[config.mk]
export PLATFORM = sky130hd
export DESIGN_NAME = frame_accumulator
export DESIGN_NICKNAME = d
export VERILOG_FILES = /design/src/rtl/dsp_pkg.sv /design/src/rtl/carry_lookahead_adder.sv /design/src/rtl/frame_accumulator.sv
export SDC_FILE = /design/constraint.sdc
export NUM_CORES = 1
export LEC_CHECK = 0
export ABC_AREA = 1
export BUFFER_PORTS_ARGS = -buffer_cell sky130_fd_sc_hd__buf_2
export CAP_MARGIN = 20
export CORE_ASPECT_RATIO = 2
export CORE_MARGIN = 1.5
export CORE_UTILIZATION = 45
export DETAILED_ROUTE_END_ITERATION = 8
export GPL_TIMING_DRIVEN = 0
export PLACE_DENSITY = 0.66
export SLEW_MARGIN = 10
export SYNTH_ARGS = -nofsm -noshare
export SYNTH_HDL_FRONTEND = slang
export SYNTH_HIERARCHICAL = 1
export SYNTH_SLANG_ARGS = --single-unit
[constraint.sdc]
create_clock -name clk -period 3.7 [get_ports clk]
set_clock_uncertainty 0.1 [all_clocks]
set_input_delay 0.74 -clock clk [delete_from_list [all_inputs] [get_ports clk]]
set_output_delay 0.74 -clock clk [all_outputs]
set_load 0.02 [all_outputs]
[src/rtl/dsp_pkg.sv]
// Shared DSP datapath definitions: sample width, saturation limits and
// the accumulator state encoding.
package dsp_pkg;

    localparam int unsigned DATA_W = 16;

    localparam logic [DATA_W-1:0] SAT_MAX = 16'h7FFF;
    localparam logic [DATA_W-1:0] SAT_MIN = 16'h8000;

    typedef enum logic {
        ACC  = 1'b0,
        HOLD = 1'b1
    } acc_state_t;

endpackage

[src/rtl/carry_lookahead_adder.sv]
// Combinational adder built from 4-bit carry-lookahead groups, with the
// group carries chained. WIDTH must be a multiple of 4.
module carry_lookahead_adder #(
    parameter int unsigned WIDTH = 16
) (
    input  logic [WIDTH-1:0] a,
    input  logic [WIDTH-1:0] b,
    input  logic             cin,
    output logic [WIDTH-1:0] sum,
    output logic             cout
);

    localparam int unsigned NGRP = WIDTH / 4;

    logic [WIDTH-1:0] g;
    logic [WIDTH-1:0] p;
    logic [WIDTH-1:0] c;

    always_comb begin
        logic carry;
        logic grp_g;
        logic grp_p;
        g     = a & b;
        p     = a ^ b;
        c     = '0;
        carry = cin;
        grp_g = 1'b0;
        grp_p = 1'b0;
        for (int k = 0; k < int'(NGRP); k++) begin
            c[4*k]   = carry;
            c[4*k+1] = g[4*k] | (p[4*k] & carry);
            c[4*k+2] = g[4*k+1] | (p[4*k+1] & g[4*k]) | (p[4*k+1] & p[4*k] & carry);
            c[4*k+3] = g[4*k+2] | (p[4*k+2] & g[4*k+1]) | (p[4*k+2] & p[4*k+1] & g[4*k])
                     | (p[4*k+2] & p[4*k+1] & p[4*k] & carry);
            grp_g    = g[4*k+3] | (p[4*k+3] & g[4*k+2]) | (p[4*k+3] & p[4*k+2] & g[4*k+1])
                     | (p[4*k+3] & p[4*k+2] & p[4*k+1] & g[4*k]);
            grp_p    = &p[4*k +: 4];
            carry    = grp_g | (grp_p & carry);
        end
        sum  = p ^ c;
        cout = carry;
    end

endmodule

[src/rtl/frame_accumulator.sv]
// Signed frame accumulator: sums FRAME_LEN samples through one adder,
// optionally saturating, and hands each frame sum out over valid/ready.
module frame_accumulator
    import dsp_pkg::*;
#(
    parameter int unsigned FRAME_LEN = 8,
    parameter bit          SATURATE  = 1'b1
) (
    input  logic              clk,
    input  logic              rst_n,
    input  logic              clear,
    input  logic              in_valid,
    output logic              in_ready,
    input  logic [DATA_W-1:0] in_data,
    output logic              out_valid,
    input  logic              out_ready,
    output logic [DATA_W-1:0] out_data,
    output logic              out_overflow
);

    localparam int unsigned CNT_W = $clog2(FRAME_LEN + 1);
    localparam logic [CNT_W-1:0] CNT_LAST = CNT_W'(FRAME_LEN - 1);

    acc_state_t        state_q, state_d;
    logic [DATA_W-1:0] acc_q, acc_d;
    logic [CNT_W-1:0]  cnt_q, cnt_d;
    logic              sticky_q, sticky_d;
    logic [DATA_W-1:0] out_data_q, out_data_d;
    logic              out_ovf_q, out_ovf_d;
    logic              out_valid_q, out_valid_d;

    logic [DATA_W-1:0] add_sum;
    logic              add_cout_unused;
    logic              ovf;
    logic [DATA_W-1:0] next_val;

    carry_lookahead_adder #(
        .WIDTH(DATA_W)
    ) u_adder (
        .a   (acc_q),
        .b   (in_data),
        .cin (1'b0),
        .sum (add_sum),
        .cout(add_cout_unused)
    );

    // Signed overflow: equal operand signs but the result sign differs.
    always_comb begin
        ovf      = (acc_q[DATA_W-1] == in_data[DATA_W-1]) &&
                   (add_sum[DATA_W-1] != acc_q[DATA_W-1]);
        next_val = add_sum;
        if (SATURATE && ovf) begin
            next_val = acc_q[DATA_W-1] ? SAT_MIN : SAT_MAX;
        end
    end

    always_comb begin
        state_d     = state_q;
        acc_d       = acc_q;
        cnt_d       = cnt_q;
        sticky_d    = sticky_q;
        out_data_d  = out_data_q;
        out_ovf_d   = out_ovf_q;
        out_valid_d = out_valid_q;

        if (clear) begin
            state_d     = ACC;
            acc_d       = '0;
            cnt_d       = '0;
            sticky_d    = 1'b0;
            out_data_d  = '0;
            out_ovf_d   = 1'b0;
            out_valid_d = 1'b0;
        end else begin
            unique case (state_q)
                ACC: begin
                    if (in_valid) begin
                        if (cnt_q == CNT_LAST) begin
                            out_data_d  = next_val;
                            out_ovf_d   = sticky_q | ovf;
                            out_valid_d = 1'b1;
                            state_d     = HOLD;
                            acc_d       = '0;
                            cnt_d       = '0;
                            sticky_d    = 1'b0;
                        end else begin
                            acc_d    = next_val;
                            cnt_d    = cnt_q + CNT_W'(1);
                            sticky_d = sticky_q | ovf;
                        end
                    end
                end
                HOLD: begin
                    if (out_ready) begin
                        out_valid_d = 1'b0;
                        state_d     = ACC;
                    end
                end
                default: state_d = ACC;
            endcase
        end
    end

    always_ff @(posedge clk or negedge rst_n) begin
        if (!rst_n) begin
            state_q     <= ACC;
            acc_q       <= '0;
            cnt_q       <= '0;
            sticky_q    <= 1'b0;
            out_data_q  <= '0;
            out_ovf_q   <= 1'b0;
            out_valid_q <= 1'b0;
        end else begin
            state_q     <= state_d;
            acc_q       <= acc_d;
            cnt_q       <= cnt_d;
            sticky_q    <= sticky_d;
            out_data_q  <= out_data_d;
            out_ovf_q   <= out_ovf_d;
            out_valid_q <= out_valid_d;
        end
    end

    assign in_ready     = (state_q == ACC);
    assign out_valid    = out_valid_q;
    assign out_data     = out_data_q;
    assign out_overflow = out_ovf_q;

endmodule

==> results.sh <==
export IMPL_outcome="finished, final reports clean"
export IMPL_slew_headroom_pct=39.42
export IMPL_core_um2=5420
export IMPL_cts_tree="done"
export IMPL_path_delay_family="simple AND/OR/NAND/NOR gates"
export IMPL_r2r_cells=16
export IMPL_first_pass_iters=4
export IMPL_grt_overflow=0
export IMPL_initial_core_util_pct=46.91
export IMPL_final_cells=438
export IMPL_clk_latency_ps=300
export IMPL_hold_class="flip-flop to flip-flop"
export IMPL_p_sw_mw=0.4710
export IMPL_finalSetupViolCount=0
export IMPL_postRouteAntennaNets=0
export IMPL_cap_violations=0
export IMPL_p_comb_share_pct=35.1
export IMPL_yosys_warnings=6
export IMPL_cp_endpoint="acc_q[7]$_DFFE_PN0P_"
export IMPL_dieArea_um2=6137
export IMPL_post_cts_buffers=0
export IMPL_p_seq_share_pct=40.0
export IMPL_worstReg2RegEnd="acc_q[7]$_DFFE_PN0P_"
export IMPL_cp_end_kind="flip-flop"
export IMPL_layout_setup_ws_ps=953.6
export IMPL_drt_iter0_drc=49
export IMPL_root_buffer="clkbuf_8"
export IMPL_cp_arrival_ps=2840
export IMPL_place_ws_ps=658.1
export IMPL_fillCellCount=564
export IMPL_remaining_drc_errors=0
export IMPL_cp_startpoint="in_data[9]"
export IMPL_syn_to_final_growth_pct=14.62
export IMPL_timing_critical_path_buf_inv=3
export IMPL_rows=38
export IMPL_p_leak_nw=1.760
export IMPL_critPathRequiredTime_ps=3800
export IMPL_drive_gt1_share_pct=21.43
export IMPL_ir_drop_v=0.0002781
export IMPL_crit_top_cell="nand2_1"
export IMPL_timing_rr_start="acc_q[9]$_DFFE_PN0P_"
export IMPL_powerDensity_nw_per_um2=430.6
export IMPL_pin_count=40
export IMPL_clk_path_buf_depth=2
export IMPL_slowest_stage="ha_1"
export IMPL_critical_path_class="input pin to flip-flop"
export IMPL_swShare_pct=37.53
export IMPL_grt_pass1_vias=2193
export IMPL_path_cells="buf_2 -> ha_1 -> a21oi_1 -> o21bai_1 -> a21oi_2 -> nand2_4 -> nand2_2 -> nand2_1 -> nand2_1 -> nand2_1 -> inv_1 -> nand3_2 -> buf_2 -> nand2_1 -> nand2_1 -> nand2_1 -> nand2_1"
export IMPL_fp_dieW_um=56.15
export IMPL_nets=419
export IMPL_placed_cells=430
export IMPL_dpl_hpwl_um=4444
export IMPL_finalCriticalPeriod_ps=2746
export IMPL_port_buffers=39
export IMPL_syn_inst=330
export IMPL_vias=2177
export IMPL_internal_power_mw=0.7839
export IMPL_hold_viol_final=0
export IMPL_fmax_mhz=364.1
export IMPL_timing_reg2reg_setup_slack_ps=1070
export IMPL_path_max_fanout=10
export IMPL_drv_slew=0
export IMPL_clkPwrFrac_pct=24.9
export IMPL_tightest_slew_ps=908.7
export IMPL_hold_path_depth=2
export IMPL_dieHeight_um=109.3
export IMPL_holdBufCountCts=0
export IMPL_avgViaCountPerCell=4.970
export IMPL_antenna_found_initial=0
export IMPL_wirelength_um=5571
export IMPL_start_kind="input pin"
export IMPL_finalSetupTns_ps=0
export IMPL_timing_final_crit_share_pct=74.23
export IMPL_grt_pass1_wl_um=9287
export IMPL_rsz0062_at_grt="no"
export IMPL_cts_sinks=40
export IMPL_syn_area_um2=2542
export IMPL_path_depth=17
export IMPL_htree_levels=2
export IMPL_grt_util_all_layers_pct=19.70
export IMPL_diodes=0
export IMPL_postSynthAreaPerCell_um2=7.704
export IMPL_clk_pin_slew_ps=80
export IMPL_cts_buffers=5
export IMPL_gp_congestion=0.8046
export IMPL_critical_path_max_stage_delay_ps=340
export IMPL_grt_max_degree=41
export IMPL_cts_resized_gates=0
export IMPL_wire_per_inst_um=12.72
routing by layer:
metal,vias up,routed length (um),part of all wire (%),global-route usage [%]
li1,1118,-,-,-
met1,1011,2018,36,18.18
met3,12,152,2.7,2.706
met5,-,0,0,0
met2,36,3200,57,40.59
met4,0,199,3.6,9.184
through the flow:
stage	power [mW]	hold slack (ps)	util, %	instance area [um^2]
after floorplan	0.8321	344.4	-	2546
after global placement	0.9472	351.6	51.96	2816
after detailed placement	0.9558	355.1	51.96	2816
after CTS	1.271	376.6	53.76	2914
after global routing	1.349	399.3	53.76	2914
final	1.255	370.2	53.76	2914
registers in the layout, indices dropped and copies added (netlist names):
| name | count |
|---|---|
| acc_q | 16 |
| out_data | 16 |
| cnt_q | 4 |
| out_overflow | 1 |
| out_valid | 1 |
| state_q | 1 |
| sticky_q | 1 |
power groups by stage:
stage | Sequential (mW) | Clock [mW] | Combinational, mW
detailed placement | 0.512 | 0 | 0.444
global placement | 0.511 | 0 | 0.436
floorplan | 0.505 | 0 | 0.327
finish | 0.502 | 0.312 | 0.440
global route | 0.507 | 0.338 | 0.503
CTS | 0.503 | 0.321 | 0.447
worst min-delay path by stage:
| stage | start | to | slack (ps) |
|---|---|---|---|
| 2_1_floorplan | rst_n | acc_q[0]$_DFFE_PN0P_ | 340 |
| 3_3_place_gp | out_data[7]$_DFFE_PN0P_ | out_data[7]$_DFFE_PN0P_ | 350 |
| 3_5_place_dp | out_data[7]$_DFFE_PN0P_ | out_data[7]$_DFFE_PN0P_ | 360 |
| 4_1_cts | out_data[7]$_DFFE_PN0P_ | out_data[7]$_DFFE_PN0P_ | 380 |
| 5_1_grt | out_data[2]$_DFFE_PN0P_ | out_data[2]$_DFFE_PN0P_ | 400 |
| 6_report | out_data[7]$_DFFE_PN0P_ | out_data[7]$_DFFE_PN0P_ | 370 |
layout make-up:
type                       instances  area, um^2  share of cell area [%]
buffer                             7       53.80                   1.846
clock buffer                       6       82.58                   2.834
clock inverter                     2       15.01                  0.5152
inverter                          24       90.09                   3.091
multi-input combinational        260        1401                   48.09
sequential                        40        1001                   34.35
tap                               60       75.07                   2.576
timing repair buffer              39       195.2                   6.698
worst register-to-register path, cell delays in order, from the launching register on:
cell	delay (ps)
dfrtp_1	390
ha_1	370
a21oi_1	250
o21bai_1	130
a21oi_2	180
nand2_4	90
nand2_2	80
nand2_1	50
nand2_1	50
nand2_1	60
inv_1	80
nand3_2	140
buf_2	240
nand2_1	80
nand2_1	100
nand2_1	90
nand2_1	50
cells in the final DEF (no fill, tap or decap), types with 6 or more instances in the layout:
cell type,n
o21ai_0,6
dfrtp_1,40
nor2_1,10
nand2_1,165
xor2_1,7
nand2_2,6
a21oi_1,7
ha_1,17
clkbuf_8,6
nand3_1,12
inv_1,19
buf_2,43
Note: power is estimated with default switching activity, not from simulation.
